--- config.mk ---
export PLATFORM = sky130hd
export DESIGN_NAME = bus_arbiter_rr
export DESIGN_NICKNAME = d
export VERILOG_FILES = /design/src/rtl/bus_pkg.sv /design/src/rtl/rr_select.sv /design/src/rtl/bus_arbiter_rr.sv
export SDC_FILE = /design/constraint.sdc
export NUM_CORES = 1
export LEC_CHECK = 0
export CAP_MARGIN = 10
export CORE_MARGIN = 2
export CORE_UTILIZATION = 37
export CTS_CLUSTER_SIZE = 40
export DETAILED_ROUTE_END_ITERATION = 8
export PLACE_DENSITY = 0.75
export RECOVER_POWER = 50
export SLEW_MARGIN = 20
export SYNTH_ARGS = -nofsm -noshare
export SYNTH_HDL_FRONTEND = slang
export SYNTH_HIERARCHICAL = 1
export SYNTH_SLANG_ARGS = --single-unit
--- constraint.sdc ---
create_clock -name clk -period 1.6 [get_ports clk]
set_clock_uncertainty 0.2 [all_clocks]
set_input_delay 0.16 -clock clk [delete_from_list [all_inputs] [get_ports clk]]
set_output_delay 0.16 -clock clk [all_outputs]
set_load 0.1 [all_outputs]
--- src/rtl/bus_pkg.sv ---
// Shared types for the round-robin memory bus arbiter.
package bus_pkg;

    typedef enum logic [1:0] {
        IDLE    = 2'd0,
        OWN     = 2'd1,
        HANDOFF = 2'd2
    } arb_state_t;

    typedef enum logic {
        BUS_READ  = 1'b0,
        BUS_WRITE = 1'b1
    } bus_rw_t;

endpackage

--- src/rtl/rr_select.sv ---
// Combinational round-robin pick: first requester at or after ptr, wrapping.
module rr_select #(
    parameter int N     = 2,
    parameter int IDX_W = $clog2(N)
) (
    input  logic [N-1:0]     req,
    input  logic [IDX_W-1:0] ptr,
    output logic [IDX_W-1:0] winner,
    output logic             any_req
);

    int unsigned idx;

    always_comb begin
        winner  = ptr;
        any_req = 1'b0;
        idx     = 0;
        for (int unsigned i = 0; i < N; i++) begin
            idx = (32'(ptr) + i) % 32'(N);
            if (!any_req && req[idx[IDX_W-1:0]]) begin
                any_req = 1'b1;
                winner  = idx[IDX_W-1:0];
            end
        end
    end

endmodule

--- src/rtl/bus_arbiter_rr.sv ---
// N-core round-robin arbiter in front of the single-port gpiomem RAM,
// with burst ownership, bounded hold under contention and per-core read-valid pulses.
module bus_arbiter_rr
    import bus_pkg::*;
#(
    parameter int NUM_CORES = 2,
    parameter int ADDR_W    = 9,
    parameter int DATA_W    = 8,
    parameter int MAX_HOLD  = 4
) (
    input  logic                          clk,
    input  logic                          reset,
    input  logic [NUM_CORES-1:0]          core_request,
    output logic [NUM_CORES-1:0]          core_grant,
    input  logic [NUM_CORES-1:0]          core_rw,
    input  logic [NUM_CORES*ADDR_W-1:0]   core_address,
    input  logic [NUM_CORES*DATA_W-1:0]   core_wdata,
    output logic [DATA_W-1:0]             core_rdata,
    output logic [NUM_CORES-1:0]          core_rvalid,
    output logic [ADDR_W-1:0]             ram_address,
    output logic [DATA_W-1:0]             ram_wdata,
    output logic                          ram_rw,
    input  logic [DATA_W-1:0]             ram_rdata,
    output logic [$clog2(NUM_CORES)-1:0]  owner
);

    localparam int IDX_W = $clog2(NUM_CORES);
    localparam int CNT_W = $clog2(MAX_HOLD + 1);

    arb_state_t           state_q, state_d;
    logic [IDX_W-1:0]     rr_ptr_q;
    logic [IDX_W-1:0]     ptr_next;
    logic [IDX_W-1:0]     sel_ptr;
    logic [IDX_W-1:0]     sel_winner;
    logic                 sel_any;
    logic                 grant_load;
    logic                 owner_req;
    logic                 others_req;
    logic [NUM_CORES-1:0] owner_mask;
    logic [CNT_W-1:0]     hold_cnt_q;
    logic                 rd_v1, rd_v2;
    logic [IDX_W-1:0]     rd_o1, rd_o2;

    assign owner_mask = NUM_CORES'(1) << owner;
    assign owner_req  = core_request[owner];
    assign others_req = |(core_request & ~owner_mask);
    assign ptr_next   = (owner == IDX_W'(NUM_CORES - 1)) ? '0 : owner + IDX_W'(1);

    rr_select #(
        .N     (NUM_CORES),
        .IDX_W (IDX_W)
    ) u_rr_select (
        .req     (core_request),
        .ptr     (sel_ptr),
        .winner  (sel_winner),
        .any_req (sel_any)
    );

    // HANDOFF selects with owner+1 directly so the new owner is chosen in the
    // same cycle rr_ptr is updated; a preempted owner thus ranks last.
    always_comb begin
        state_d    = state_q;
        sel_ptr    = rr_ptr_q;
        grant_load = 1'b0;
        case (state_q)
            IDLE: begin
                if (sel_any) begin
                    state_d    = OWN;
                    grant_load = 1'b1;
                end
            end
            OWN: begin
                if (!owner_req || (hold_cnt_q >= CNT_W'(MAX_HOLD - 1) && others_req))
                    state_d = HANDOFF;
            end
            HANDOFF: begin
                sel_ptr = ptr_next;
                if (sel_any) begin
                    state_d    = OWN;
                    grant_load = 1'b1;
                end else begin
                    state_d = IDLE;
                end
            end
            default: state_d = IDLE;
        endcase
    end

    always_ff @(posedge clk or posedge reset) begin
        if (reset) begin
            state_q     <= IDLE;
            core_grant  <= '0;
            owner       <= '0;
            rr_ptr_q    <= '0;
            hold_cnt_q  <= '0;
            ram_address <= '0;
            ram_wdata   <= '0;
            ram_rw      <= 1'b0;
            rd_v1       <= 1'b0;
            rd_v2       <= 1'b0;
            rd_o1       <= '0;
            rd_o2       <= '0;
            core_rvalid <= '0;
            core_rdata  <= '0;
        end else begin
            state_q <= state_d;
            if (grant_load) begin
                core_grant <= NUM_CORES'(1) << sel_winner;
                owner      <= sel_winner;
            end else if (state_d != OWN) begin
                core_grant <= '0;
            end

            if (state_q == OWN) begin
                if (hold_cnt_q != CNT_W'(MAX_HOLD))
                    hold_cnt_q <= hold_cnt_q + CNT_W'(1);
                ram_address <= core_address[owner*ADDR_W +: ADDR_W];
                ram_wdata   <= core_wdata[owner*DATA_W +: DATA_W];
                ram_rw      <= owner_req & core_rw[owner];
            end else begin
                hold_cnt_q <= '0;
                ram_rw     <= 1'b0;
            end

            if (state_q == HANDOFF)
                rr_ptr_q <= ptr_next;

            // Stage 1 aligns with the RAM address, stage 2 with RAM data out.
            rd_v1 <= (state_q == OWN) && owner_req && (bus_rw_t'(core_rw[owner]) == BUS_READ);
            rd_o1 <= owner;
            rd_v2 <= rd_v1;
            rd_o2 <= rd_o1;
            core_rvalid <= rd_v2 ? (NUM_CORES'(1) << rd_o2) : '0;
            if (rd_v2)
                core_rdata <= ram_rdata;
        end
    end

    grant_onehot: assert property (@(posedge clk) disable iff (reset) $onehot0(core_grant));

endmodule
==> results of run 1 <==
flip-flops by register name (all words and copies together) (netlist names), 2 cells and up:
name,cells
core_rdata,8
core_rvalid,2
ram_wdata,8
state_q,2
core_grant,2
hold_cnt_q,3
ram_address,9
cells by family after synthesis:
logic type	synth area share, %
AND/OR/NAND/NOR	8.39
flip-flops	58.8
AO/OA/AOI/OAI	8.46
buffers and inverters	4.09
multiplexers	17.0
XOR/XNOR	0.502
adder cells (fa/ha/maj)	2.80
Yosys cell counts, drive strengths merged:
master / count
and2: 2
nand2: 19
nand2b: 2
o21ai: 18
a211o: 1
maj3: 1
ha: 3
nor2b: 3
a21oi: 3
buf: 7
nand3: 2
dfrtp: 41
or2: 1
mux2: 10
inv: 7
nor2: 2
xnor2: 1
a32o: 1
a21o: 1
o31ai: 1
a31o: 1
mux2i: 18
worst paths after layout:
| check | start | endpoint | slack (ns) |
|---|---|---|---|
| max | state_q[0]$_DFF_PP0_ | core_grant[0]$_DFFE_PP0P_ | -0.03 |
| min reg2reg | rd_v1$_DFF_PP0_ | rd_v2$_DFF_PP0_ | 0.16 |
| min in group asynchronous | reset | ram_address[6]$_DFFE_PP0P_ | 0.26 |
| max in group asynchronous | reset | owner$_DFFE_PP0P_ | 0.34 |
| min | rd_v1$_DFF_PP0_ | rd_v2$_DFF_PP0_ | 0.16 |
| max reg2reg | state_q[0]$_DFF_PP0_ | core_grant[0]$_DFFE_PP0P_ | -0.03 |
metrics by stage:
stage          setup WS (ns)  hold WS [ns]  area [sq um]  util, %
5_1_grt              -0.0458         0.170          3090     69.5
3_3_place_gp         -0.0822         0.135          2980     67.0
3_5_place_dp          -0.144         0.143          2980     67.0
2_1_floorplan         -0.191         0.112          1780        -
6_report             -0.0289         0.160          3090     69.5
4_1_cts              0.00564        0.0246          3080     69.3
metal layers:
layer / vias to the layer above / routed length (um) / part of all wire (%)
met3: 7 / 363 / 9.1
li1: 671 / - / -
met2: 66 / 1920 / 48
met1: 653 / 1640 / 41
met4: 0 / 59 / 1.5
met5: - / 0 / 0
final cells by class:
cell class / instances / area, sq um
timing repair buffer: 91 / 1200
clock inverter: 3 / 17.5
inverter: 7 / 26.3
tap: 52 / 65.1
fill: 330 / 1360
clock buffer: 5 / 68.8
multi-input combinational: 90 / 682
sequential: 41 / 1030
repair_timing:
item / 4_1_cts / 5_1_grt
pin swaps: 3 / 3
gates resized for setup: 3 / 5
endpoints found under the hold margin: 0 / 0
endpoints found under the setup margin: 4 / 3
buffers inserted: 1 / 2
==> metrics.txt, run 1 <==
vias in the first global route=1,380; Worst-path clk slew=0.08 ns; Critical Path AT=1.62 ns; max_cap viols=0; I/O Buffers=78; Yosys top cell by area=dfrtp_1; Slowest cell on crit path=dfrtp_1; Worst path max stage delay=0.43 ns; CTS tree=built; Req. time, crit path=1.59 ns; Synth top area share=58.8%; final setup fails=2; CTS HTree Levels=2; RSZ-0062 raised after global routing=yes; fin cells=289; Max clock buf depth=2; Die X-Extent=72.7 um; TNS Setup=-0.0524 ns; vias per std cell=4.83; mapped cell area=1750 sq um; Initial Util=39.3%; DRT Wirelength=3990 um; met3 global-route usage=5.25%; CTS sink cnt=41; number of I/O pins=79; most frequent cells in the layout=clkdlybuf4s50_1, dfrtp_1, buf_12; Tcrit/Tclk final=102%; Buffers & Inverters on Critical Path=1; cts bufs inserted=5; post-DP HPWL=3090 um; CP top delay family=flip-flops; GR Layer Usage met1=20.2%; slew margin rel.=51.8%; failing checks=setup timing; layout cells sized above 1=30.4%; Ys Warns=6; placed instance count=278; PnR worst setup slack=-0.0289 ns; Hold Buf Count CTS=0; core box area=4440 sq um; final max-slew violation count=0; GR Util All Layers=16.1%; Nets=287; drt drc=0; first-pass GRT wire length=6560 um; Max Clk Rate=0.614 GHz; Cells after Synth=145; syn avg cell area=12.0 sq um; Syn Nets=196; Antenna Cells=0; critical path cell sequence=buf_6 > o31ai_4 > maj3_2 > nor2_1 > a31o_1; Yosys cell types=27; Placer Congestion=0.671; hold depth=0; register area share after synthesis=58.8%; Vias=1,397; Die ar.=5280 sq um; Overflow after GRT=0; Root Driver=clkbuf_8; Most Crowded Layer GR=met2; clock latency on the worst-skew pair=0.30 ns; status=finished, violations left; critical path depth=5; commonest non-fill, non-tap cell in the layout=clkdlybuf4s50_1; kind of critical path=flip-flop to flip-flop; register bit total from synthesis=41; met2 Use GR=26.2%; wire length per cell=13.8 um; antenna violations before repair=0; DR iter-0 viols=29; crit path time final=1.63 ns; FF-to-FF path depth=5; Worst Setup End Kind=flip-flop; top area cells in the synthesized netlist=dfrtp_1, mux2i_1, mux2_2; Detail Route Antenna Nets=0; crit path max fanout=3; pin count of the biggest net entering global routing=39; Hold Path Class=flip-flop to flip-flop; row cnt=24; crit start category=flip-flop; overall die height=72.7 um; Initial DRT Pass Iterations=4; Worst-Margin Slew=0.723 ns; Hold Fails Final Rpt=0; Area growth syn-to-layout=76.9%
Power of run 1 is not shown: default switching activity piles up to over one toggle a cycle in this logic, so the estimate is an artifact.
==> run 2: changes to the inputs <==
- CTS_CLUSTER_DIAMETER: default -> 80
==> results of run 2 <==
Final layout, timing and power as in run 1 (identical DEF).
Power of run 2 is left out for the same reason.
==> run 3: changes to the inputs <==
--- a/config.mk
+++ b/config.mk
@@ -15,3 +15,3 @@
 export RECOVER_POWER = 50
-export SLEW_MARGIN = 20
+export SLEW_MARGIN = 40
 export SYNTH_ARGS = -nofsm -noshare
==> constraint.sdc (replaced) <==
create_clock -name clk -period 1.6 [get_ports clk]
set_clock_uncertainty 0.2 [all_clocks]
set_input_delay 0.24 -clock clk [delete_from_list [all_inputs] [get_ports clk]]
set_output_delay 0.24 -clock clk [all_outputs]
set_load 0.1 [all_outputs]
==> metrics.txt, run 3 (synthesized netlist as in run 1, its figures left out) <==
Hold Path Class=flip-flop to flip-flop; Largest regs=ram_address x9, core_rdata x8, ram_wdata x8; Root Driver=clkbuf_8; Setup Fix Bufs, Post-CTS=0 (-1); Worst Setup End Kind=flip-flop; PnR worst setup slack=0.0136 ns (+0.0425 ns); Critical Path AT=1.57 ns (-0.05 ns); Die X-Extent=72.7 um (unchanged); pre-CTS setup slack=-0.197 ns (-0.0526 ns); commonest non-fill, non-tap cell in the layout=clkdlybuf4s50_1; DRT Wirelength=3880 um (-2.6%); status=finished clean; worst hold slack=0.157 ns (-0.00318 ns); clock latency on the worst-skew pair=0.29 ns (about the same); crit path max fanout=3 (unchanged); Worst path max stage delay=0.40 ns (-0.03 ns); overall die height=72.7 um (unchanged); drt drc=0 (unchanged); hold depth=0 (unchanged); final setup fails=0 (-2); Initial Util=39.3% (unchanged); final max-slew violation count=0 (unchanged); Placer Congestion=0.727 (+8.3%); slew margin rel.=53.2% (+1.4 points); crit start category=flip-flop; Worst-Margin Slew=0.702 ns (-0.0208 ns); critical path cell sequence=o21ai_2 > o31ai_4 > maj3_2 > mux2_4; Overflow after GRT=0 (unchanged); worst reg2reg setup slack=0.01 ns (+0.04 ns); Slowest cell on crit path=dfrtp_1; pin count of the biggest net entering global routing=39 (unchanged); CP top delay family=flip-flops; layout cells sized above 1=27.6% (-2.8 points); Initial DRT Pass Iterations=4 (unchanged); CTS HTree Levels=2 (unchanged); Nets=282 (-1.7%); row cnt=24 (unchanged); max FFs per register=9 (unchanged); Hold Fails Final Rpt=0 (unchanged); GR Util All Layers=16.0% (-0.11 points); max_cap viols=0 (unchanged); Vias=1,373 (-1.7%); vias in the first global route=1,369 (-0.80%); CTS tree=built; Max clock buf depth=2 (unchanged); Tcrit/Tclk final=99.2% (-2.7 points); first-pass GRT wire length=6470 um (-1.4%); TNS Setup=0 ns (+0.0524 ns); FF-to-FF path depth=4 (-1); Detail Route Antenna Nets=0 (unchanged); DR iter-0 viols=100 (+240%); number of I/O pins=79 (unchanged); critical path depth=4 (-1); Req. time, crit path=1.59 ns (about the same); Largest Register=ram_address; vias per std cell=4.83 (about the same); post-DP HPWL=3060 um (-0.95%); Max Clk Rate=0.630 GHz (+2.7%); kind of critical path=flip-flop to flip-flop; Antenna Cells=0 (unchanged); Buffers & Inverters on Critical Path=0 (-1); crit path time final=1.59 ns (-0.0425 ns); RSZ-0062 raised after global routing=yes; Final Util=68.6% (-0.87 points); core box area=4440 sq um (unchanged); Worst-path clk slew=0.08 ns (about the same); cts bufs inserted=5 (unchanged); Area growth syn-to-layout=74.7%; CTS sink cnt=41 (unchanged); most frequent cells in the layout=clkdlybuf4s50_1, dfrtp_1, buf_12; Die ar.=5280 sq um (unchanged); wire length per cell=13.7 um (-0.87%); antenna violations before repair=0 (unchanged); I/O Buffers=78 (unchanged)
run 3: changes by cell type in the layout (fill, tap and decap cells not counted), sizes merged:
cell | before | now
buf | 42 | 37
clkinv | 2 | 1
inv | 7 | 8
run 3: per-stage QoR:
step | instance area (sq um) | std cells
after floorplan | 1780 | 145
after global placement | 2960 | 276
after detailed placement | 2960 | 276
after CTS | 3070 | 284
after global routing | 3050 | 284
final | 3050 | 284
run 3: worst register-to-register path, cell delays in order (launching register included):
cell     delay [ns]
dfrtp_1        0.40
o21ai_2        0.18
o31ai_4        0.10
maj3_2         0.33
mux2_4         0.27
run 3: final cells by class:
type	instances	area [sq um]
clock buffers	5	68.8
clock inverters	3	25.0
inverters	7	26.3
fillers	322	1400
well taps	52	65.1
flip-flops and latches	41	1030
multi-input cells	90	677
repair buffers	86	1160
run 3: path summary, 6_finish.rpt:
path                                           start                       end
worst max register to register  state_q[0]$_DFF_PP0_         owner$_DFFE_PP0P_
worst max-delay path            state_q[0]$_DFF_PP0_         owner$_DFFE_PP0P_
max in group asynchronous                      reset         owner$_DFFE_PP0P_
min in group asynchronous                      reset  ram_wdata[4]$_DFFE_PP0P_
worst min-delay path                 rd_o1$_DFF_PP0_           rd_o2$_DFF_PP0_
worst min register to register       rd_o1$_DFF_PP0_           rd_o2$_DFF_PP0_
run 3: layer usage:
layer / part of all wire [%] / global-route usage [%]
met1: 42 / 20.9
met2: 47 / 25.1
met3: 9.0 / 4.83
met4: 2.2 / 6.17
met5: 0 / 0
run 3: what timing repair did:
action	4_1_cts	5_1_grt
hold buffers	0	0
resized for setup	3	1
endpoints found under the setup margin	4	3
pin swaps	2	3
Power of run 3 is left out for the same reason.
